## src/rtl/if_stage_pkg.sv

```systemverilog
// Shared widths, encodings and FSM states for the fetch stage.
// Build option DELAY_SLOT_EN selects delay-slot branch semantics.
package if_stage_pkg;

  localparam int IF_ADDR_W = 16;
  localparam int IF_INST_W = 16;

  localparam logic [15:0] IF_RESET_PC = 16'h0000;
  localparam logic [15:0] IF_NOP_INST = 16'h0800;

  localparam logic VALID   = 1'b1;
  localparam logic INVALID = 1'b0;

  typedef enum logic {
    S_FETCH = 1'b0,
    S_HOLD  = 1'b1
  } state_t;

endpackage

```

## src/rtl/if_stage_id_reg.sv

```systemverilog
// IF/ID pipeline register with load, bubble and hold controls.
// Synchronous active-high reset empties the register to a NOP bubble.
module if_id_reg import if_stage_pkg::*; #(
  parameter int AW = IF_ADDR_W,
  parameter int IW = IF_INST_W,
  parameter logic [IW-1:0] NOP = IF_NOP_INST
) (
  input  logic          clk,
  input  logic          rst,
  input  logic          i_load,
  input  logic          i_bubble,
  input  logic [AW-1:0] i_pc,
  input  logic [IW-1:0] i_inst,
  output logic [AW-1:0] o_pc,
  output logic [IW-1:0] o_inst,
  output logic          o_valid
);

  always_ff @(posedge clk) begin
    if (rst) begin
      o_pc    <= '0;
      o_inst  <= NOP;
      o_valid <= INVALID;
    end else if (i_load) begin
      o_pc    <= i_pc;
      o_inst  <= i_inst;
      o_valid <= VALID;
    end else if (i_bubble) begin
      // Bubble keeps the old PC so pc_o stays meaningful.
      o_inst  <= NOP;
      o_valid <= INVALID;
    end
  end

endmodule

```

## src/rtl/if_stage.sv

```systemverilog
// Fetch stage: PC, fetch FSM and IF/ID register for the 16-bit core.
// Define DELAY_SLOT_EN to deliver the instruction after a taken branch.
module if_stage import if_stage_pkg::*; #(
  parameter int ADDR_W = IF_ADDR_W,
  parameter int INST_W = IF_INST_W,
  parameter logic [ADDR_W-1:0] RESET_PC = IF_RESET_PC,
  parameter logic [INST_W-1:0] NOP_INST = IF_NOP_INST
) (
  input  logic              clk,
  input  logic              rst,
  input  logic              stall_i,
  input  logic              flush_i,
  input  logic [ADDR_W-1:0] flush_pc_i,
  input  logic              branch_en_i,
  input  logic [ADDR_W-1:0] branch_target_i,
  output logic              imem_req_o,
  output logic [ADDR_W-1:0] imem_addr_o,
  input  logic [INST_W-1:0] imem_rdata_i,
  input  logic              imem_ack_i,
  output logic [ADDR_W-1:0] pc_o,
  output logic [INST_W-1:0] inst_o,
  output logic              valid_o
);

  state_t              r_state;
  logic [ADDR_W-1:0]   r_pc;
  logic [ADDR_W-1:0]   r_hold_pc;
  logic [INST_W-1:0]   r_hold_inst;
  logic                w_req;
  logic                w_ack;
  logic                w_br;
  logic                w_load;
  logic                w_bubble;
  logic [ADDR_W-1:0]   w_ld_pc;
  logic [INST_W-1:0]   w_ld_inst;
  logic [ADDR_W-1:0]   w_pc_next;

`ifdef DELAY_SLOT_EN
  logic                r_pend;
  logic [ADDR_W-1:0]   r_tgt;
  assign w_pc_next = r_pend ? r_tgt : r_pc + ADDR_W'(1);
`else
  assign w_pc_next = r_pc + ADDR_W'(1);
`endif

  // Request drops during reset/flush so a pending fetch restarts cleanly.
  assign w_req = !rst && !flush_i && (r_state == S_FETCH);
  assign w_ack = w_req && imem_ack_i;
  assign w_br  = branch_en_i && !stall_i;

  assign imem_req_o  = w_req;
  assign imem_addr_o = r_pc;

  always_comb begin
    w_load    = 1'b0;
    w_bubble  = 1'b0;
    w_ld_pc   = r_pc;
    w_ld_inst = imem_rdata_i;
    if (flush_i) begin
      w_bubble = 1'b1;
    end else if (r_state == S_HOLD) begin
      if (!stall_i) begin
        w_load    = 1'b1;
        w_ld_pc   = r_hold_pc;
        w_ld_inst = r_hold_inst;
`ifndef DELAY_SLOT_EN
        if (branch_en_i) begin
          w_load   = 1'b0;
          w_bubble = 1'b1;
        end
`endif
      end
    end else if (w_br) begin
`ifdef DELAY_SLOT_EN
      w_load   = w_ack;
      w_bubble = !w_ack;
`else
      w_bubble = 1'b1;
`endif
    end else if (!stall_i) begin
      w_load   = w_ack;
      w_bubble = !w_ack;
    end
  end

  always_ff @(posedge clk) begin
    if (rst) begin
      r_state     <= S_FETCH;
      r_pc        <= RESET_PC;
      r_hold_pc   <= '0;
      r_hold_inst <= NOP_INST;
`ifdef DELAY_SLOT_EN
      r_pend      <= 1'b0;
      r_tgt       <= '0;
`endif
    end else if (flush_i) begin
      r_state     <= S_FETCH;
      r_pc        <= flush_pc_i;
      r_hold_pc   <= '0;
      r_hold_inst <= NOP_INST;
`ifdef DELAY_SLOT_EN
      r_pend      <= 1'b0;
`endif
    end else if (r_state == S_HOLD) begin
      if (!stall_i) begin
        r_state <= S_FETCH;
        if (branch_en_i) r_pc <= branch_target_i;
      end
    end else if (w_br) begin
`ifdef DELAY_SLOT_EN
      if (w_ack) begin
        r_pc   <= branch_target_i;
        r_pend <= 1'b0;
      end else begin
        r_tgt  <= branch_target_i;
        r_pend <= 1'b1;
      end
`else
      r_pc <= branch_target_i;
`endif
    end else if (w_ack) begin
      r_pc <= w_pc_next;
`ifdef DELAY_SLOT_EN
      r_pend <= 1'b0;
`endif
      if (stall_i) begin
        r_state     <= S_HOLD;
        r_hold_pc   <= r_pc;
        r_hold_inst <= imem_rdata_i;
      end
    end
  end

  if_id_reg #(
    .AW  (ADDR_W),
    .IW  (INST_W),
    .NOP (NOP_INST)
  ) u_if_id (
    .clk      (clk),
    .rst      (rst),
    .i_load   (w_load),
    .i_bubble (w_bubble),
    .i_pc     (w_ld_pc),
    .i_inst   (w_ld_inst),
    .o_pc     (pc_o),
    .o_inst   (inst_o),
    .o_valid  (valid_o)
  );

endmodule

```

## config.mk

```make
export PLATFORM = sky130hd
export DESIGN_NAME = if_stage
export DESIGN_NICKNAME = d
export VERILOG_FILES = /design/src/rtl/if_stage_pkg.sv /design/src/rtl/if_stage_id_reg.sv /design/src/rtl/if_stage.sv
export SDC_FILE = /design/constraint.sdc
export NUM_CORES = 1
export LEC_CHECK = 0
export CORE_MARGIN = 8
export CORE_UTILIZATION = 44
export CTS_CLUSTER_SIZE = 40
export DETAILED_ROUTE_END_ITERATION = 6
export PLACE_DENSITY = 0.83
export SLEW_MARGIN = 15
export SYNTH_ARGS = -nofsm -noshare
export SYNTH_HDL_FRONTEND = slang
export SYNTH_SLANG_ARGS = --single-unit
```

## constraint.sdc

```tcl
create_clock -name clk -period 1.81 [get_ports clk]
set_clock_uncertainty 0.2 [all_clocks]
set_input_delay 0.362 -clock clk [delete_from_list [all_inputs] [get_ports clk]]
set_output_delay 0.362 -clock clk [all_outputs]
set_load 0.05 [all_outputs]
```

# Word-level counts from Yosys, hierarchy flattened
# Index checks and enable logic that the tools add are counted.
# Widths: inputs -> output; s select.
# classes
n_addsub	1
eq_ne	2
mux	32
n_bitwise	2
reduce_logical	13
# ops
op	n
$mux 16	14
$mux 1	18
$add 16x1->16 const B	1
$ne 3x3->1 const B	2
$reduce_and 3->1	2
$logic_and 1x1->1	4
$logic_not 1->1	4
$reduce_bool 4->1	1
$not 1->1	2
$reduce_bool 2->1	1
$reduce_or 2->1	1
# totals
ff_bits	82
inputBits	54
out_inout_bits	50
elab_cells	57

# Longest topological paths before layout
# depth
ltp_word	11
ltp_mapped	7
depth_no_buf	6

# Modules after synthesis
# A second synthesis with hierarchy kept.
# hier_totals
hier_cells	487
hier_area_um2	4186.5
# by_module_without_submodules
module	n_inst	cells_per_inst	area_each_um2	seq_area_each_um2
if_stage	1	360	2871.5	980.9
if_id_reg	1	127	1315.0	660.6

# Worst setup path before layout
# OpenSTA, ideal clock, no wires.
# synth_path
path_type	input to output
startpoint	in flush_i
endpoint	out imem_req_o
arrival_ns	1.748
required_ns	1.248
path_slack_ns	-0.500
path_stages	5
path_buffers	3
cell_sequence	buf_2 > or2_1 > clkbuf_1 > clkbuf_1 > nor2_1
# synth_via
elab_chain_cells	3
# synth_lines
element	line	rtl
start, declared	if_stage.sv:12	input logic flush_i,
$logic_not 1->1	if_stage.sv:47	assign w_req = !rst && !flush_i && (r_state == S_FETCH);
$logic_and 1x1->1 (2 in a row)	if_stage.sv:47	
end, declared	if_stage.sv:16	output logic imem_req_o,
# Every way passes these cells.

# Final worst setup path
# Ends and elaborated chain as after synthesis.

==> run metrics <==
TritonCTS clock tree=yes; LEAKAGE=0.00235 uW; total congestion overflow=0; Min Hold Slack=0.259 ns; first-pass GRT wire length=19600 um; number of vias per cell=5.64; sequential area share after synthesis=0.423; nets@finish=673; sinks on the clock net=82; CP Data Arrival Time=1.22 ns; CORE AREA=8640 sq um; clock transition at the registers of the reported paths=0.08 ns; die width=110 um; syn_area_per_cell=8.18 sq um; Synth cell types=53; vias in the first global route=4040; commonest cells after routing, fill and taps aside=nand2_1 (78), dfxtp_1 (69), buf_4 (69), nor2_1 (51), clkdlybuf4s50_1 (48); Root Buffer Master=clkbuf_8; die area=12100 sq um; Reg2Reg Depth=5; setup violators final=0; Fmax=561 MHz; most common cell after layout, fill and taps aside=nand2_1; Setup crit end kind=output port; launching element type of the critical path=input pin; Max-Cap Viols=0; hpwl dp=8840 um; prevailing post-synth register cell=dfxtp_1; DR vias=4123; Die Y-Extent=110 um; CTS Buf Count=9; antenna diode count=0; Crit Path Class=input pin to output port; Ports=104; Hold Path Class=flop to flop; Worst Tran Pin Value=0.412 ns; Yosys reg bits=82; worst reg2reg endpoint=u_if_id.o_inst[10]; H-tree levels=3; Post-DRT Antenna Nets=0; RR Startpoint=r_state; Remaining DRCs=0; Initial Util=0.449; drt pass-1 iters=5; standard-cell rows=34; Mapped Cells=474; Crit Path Max Fanout=3; PD cells=700 nW/um^2; final hold viol count=0; Port Buf Inserts=103; WL/cell=18.4 um; R2R Setup Slk=0.07 ns; largest net degree at the start of global routing=41; Worst Setup SP=flush_i; Tmin final=1.78 ns; initial antenna violation count=0; fin. max-slew vios=0; mapped cell area=3880 sq um; relative slew slack=0.725; Post-Syn Nets=529; fraction of layout cells with a size suffix above 1=0.323; GR Util All Layers=0.204; maximum vdd drop=0.000519 V; Post-synth EDFFs=0; drt total wl=13400 um; GPL Wtd Cong=0.925; Worst Setup EP=imem_req_o; Ys Warns=0; Area growth syn-to-layout=61.8%; status=finished, final reports clean; Starting DRT DRC Count=250; worst skew pair latency=0.35 ns; ys async rst share=0; clock buffer depth=2; Crit path required time=1.25 ns; crit share post-route=0.985; total power draw=4390 uW
## what timing repair did
action                     4_1_cts  5_1_grt
hold buffers                     0        0
resized for setup               21       34
buffers inserted                 6        9
setup endpoints to repair       46       68
gates cloned                     1        4
pin swaps                        5        5
## routing by layer
metal	up-vias	GRT usage	part of all wire
met1	1967	0.242	0.40
met3	27	0.0416	0.071
met5	-	0	0
met2	172	0.343	0.50
li1	1957	-	-
met4	0	0.0955	0.027
## worst max-delay path, cell delays in order
cell	delay, ns
clkdlybuf4s15_1	0.20
buf_6	0.13
or2_4	0.26
nor2_4	0.12
buf_8	0.15
## worst min path at each step
stage	start	to	cells after the start
4_1_cts	rst	r_state	3
2_1_floorplan	r_hold_inst[0]	r_hold_inst[0]	2
5_1_grt	stall_i	r_state	3
3_5_place_dp	r_hold_inst[14]	r_hold_inst[14]	2
6_report	r_hold_pc[1]	r_hold_pc[1]	2
3_3_place_gp	r_hold_inst[0]	r_hold_inst[0]	2
## kinds of logic (layout without fill, tap and decap cells)
logic type      Yosys count  in the layout  synth area share
fa+ha+maj                 1              1           0.00323
simple gates            182            182             0.210
xor+xnor                  5              5            0.0113
flops                    82             82             0.423
mux                      35             35            0.0955
buf+inv                  46            195            0.0523
compound gates          123            123             0.204
## power by group
part / internal, uW / switching, uW / total, uW
logic: 507 / 524 / 1030
clock network: 769 / 672 / 1440
registers: 1850 / 60.5 / 1910
total: 3130 / 1260 / 4390
## layout make-up
type | instances | area [sq um]
Multi-Input combinational cell | 346 | 2210
Clock inverter | 4 | 56.3
Fill cell | 591 | 2360
Sequential cell | 82 | 1670
Inverter | 5 | 22.5
Clock buffer | 12 | 166
Timing Repair Buffer | 174 | 2010
Tap cell | 108 | 135
## synth_stat cells, drive strengths merged (2+ instances only)
master | number | area share
a211oi | 17 | 0.033
buf | 21 | 0.028
nor3 | 9 | 0.013
nand2 | 78 | 0.076
nor2b | 4 | 0.0065
inv | 5 | 0.0048
o31a | 4 | 0.0090
clkbuf | 20 | 0.019
a21oi | 44 | 0.057
a31oi | 2 | 0.0032
mux2i | 19 | 0.049
dfxtp | 82 | 0.42
and2 | 5 | 0.0081
nand3 | 9 | 0.012
a221oi | 3 | 0.0084
o22ai | 3 | 0.0048
or3 | 2 | 0.0032
xnor2 | 4 | 0.0090
o21ai | 19 | 0.025
or2 | 2 | 0.0032
nand4 | 5 | 0.0081
nor4 | 3 | 0.0065
nor3b | 3 | 0.0071
mux2 | 16 | 0.046
nor2 | 56 | 0.056
a311oi | 2 | 0.0045
o211a | 2 | 0.0052
and3 | 3 | 0.0048
a22oi | 18 | 0.035
## flip-flops by register name, summed over array words and instances, names as in the netlist
register and cells:
r_hold_pc 16, u_if_id.o_inst 16, u_if_id.o_valid 1, imem_addr_o 16
r_hold_inst 16, r_state 1, u_if_id.o_pc 16
## metrics by stage
step                setup WS [ns]  utilization  TNS (ns)  cells  instance area [sq um]
global placement           -0.435        0.655    -27.19    697                   5660
detailed placement         -0.505        0.655    -30.69    697                   5660
finish                     0.0268        0.726         0    731                   6270
floorplan                 -0.0141            -   -0.0141    474                   3960
CTS                        0.0120        0.697         0    720                   6020
global route             -0.00237        0.726  -0.00258    731                   6270
(Power assumes the default switching activity.)
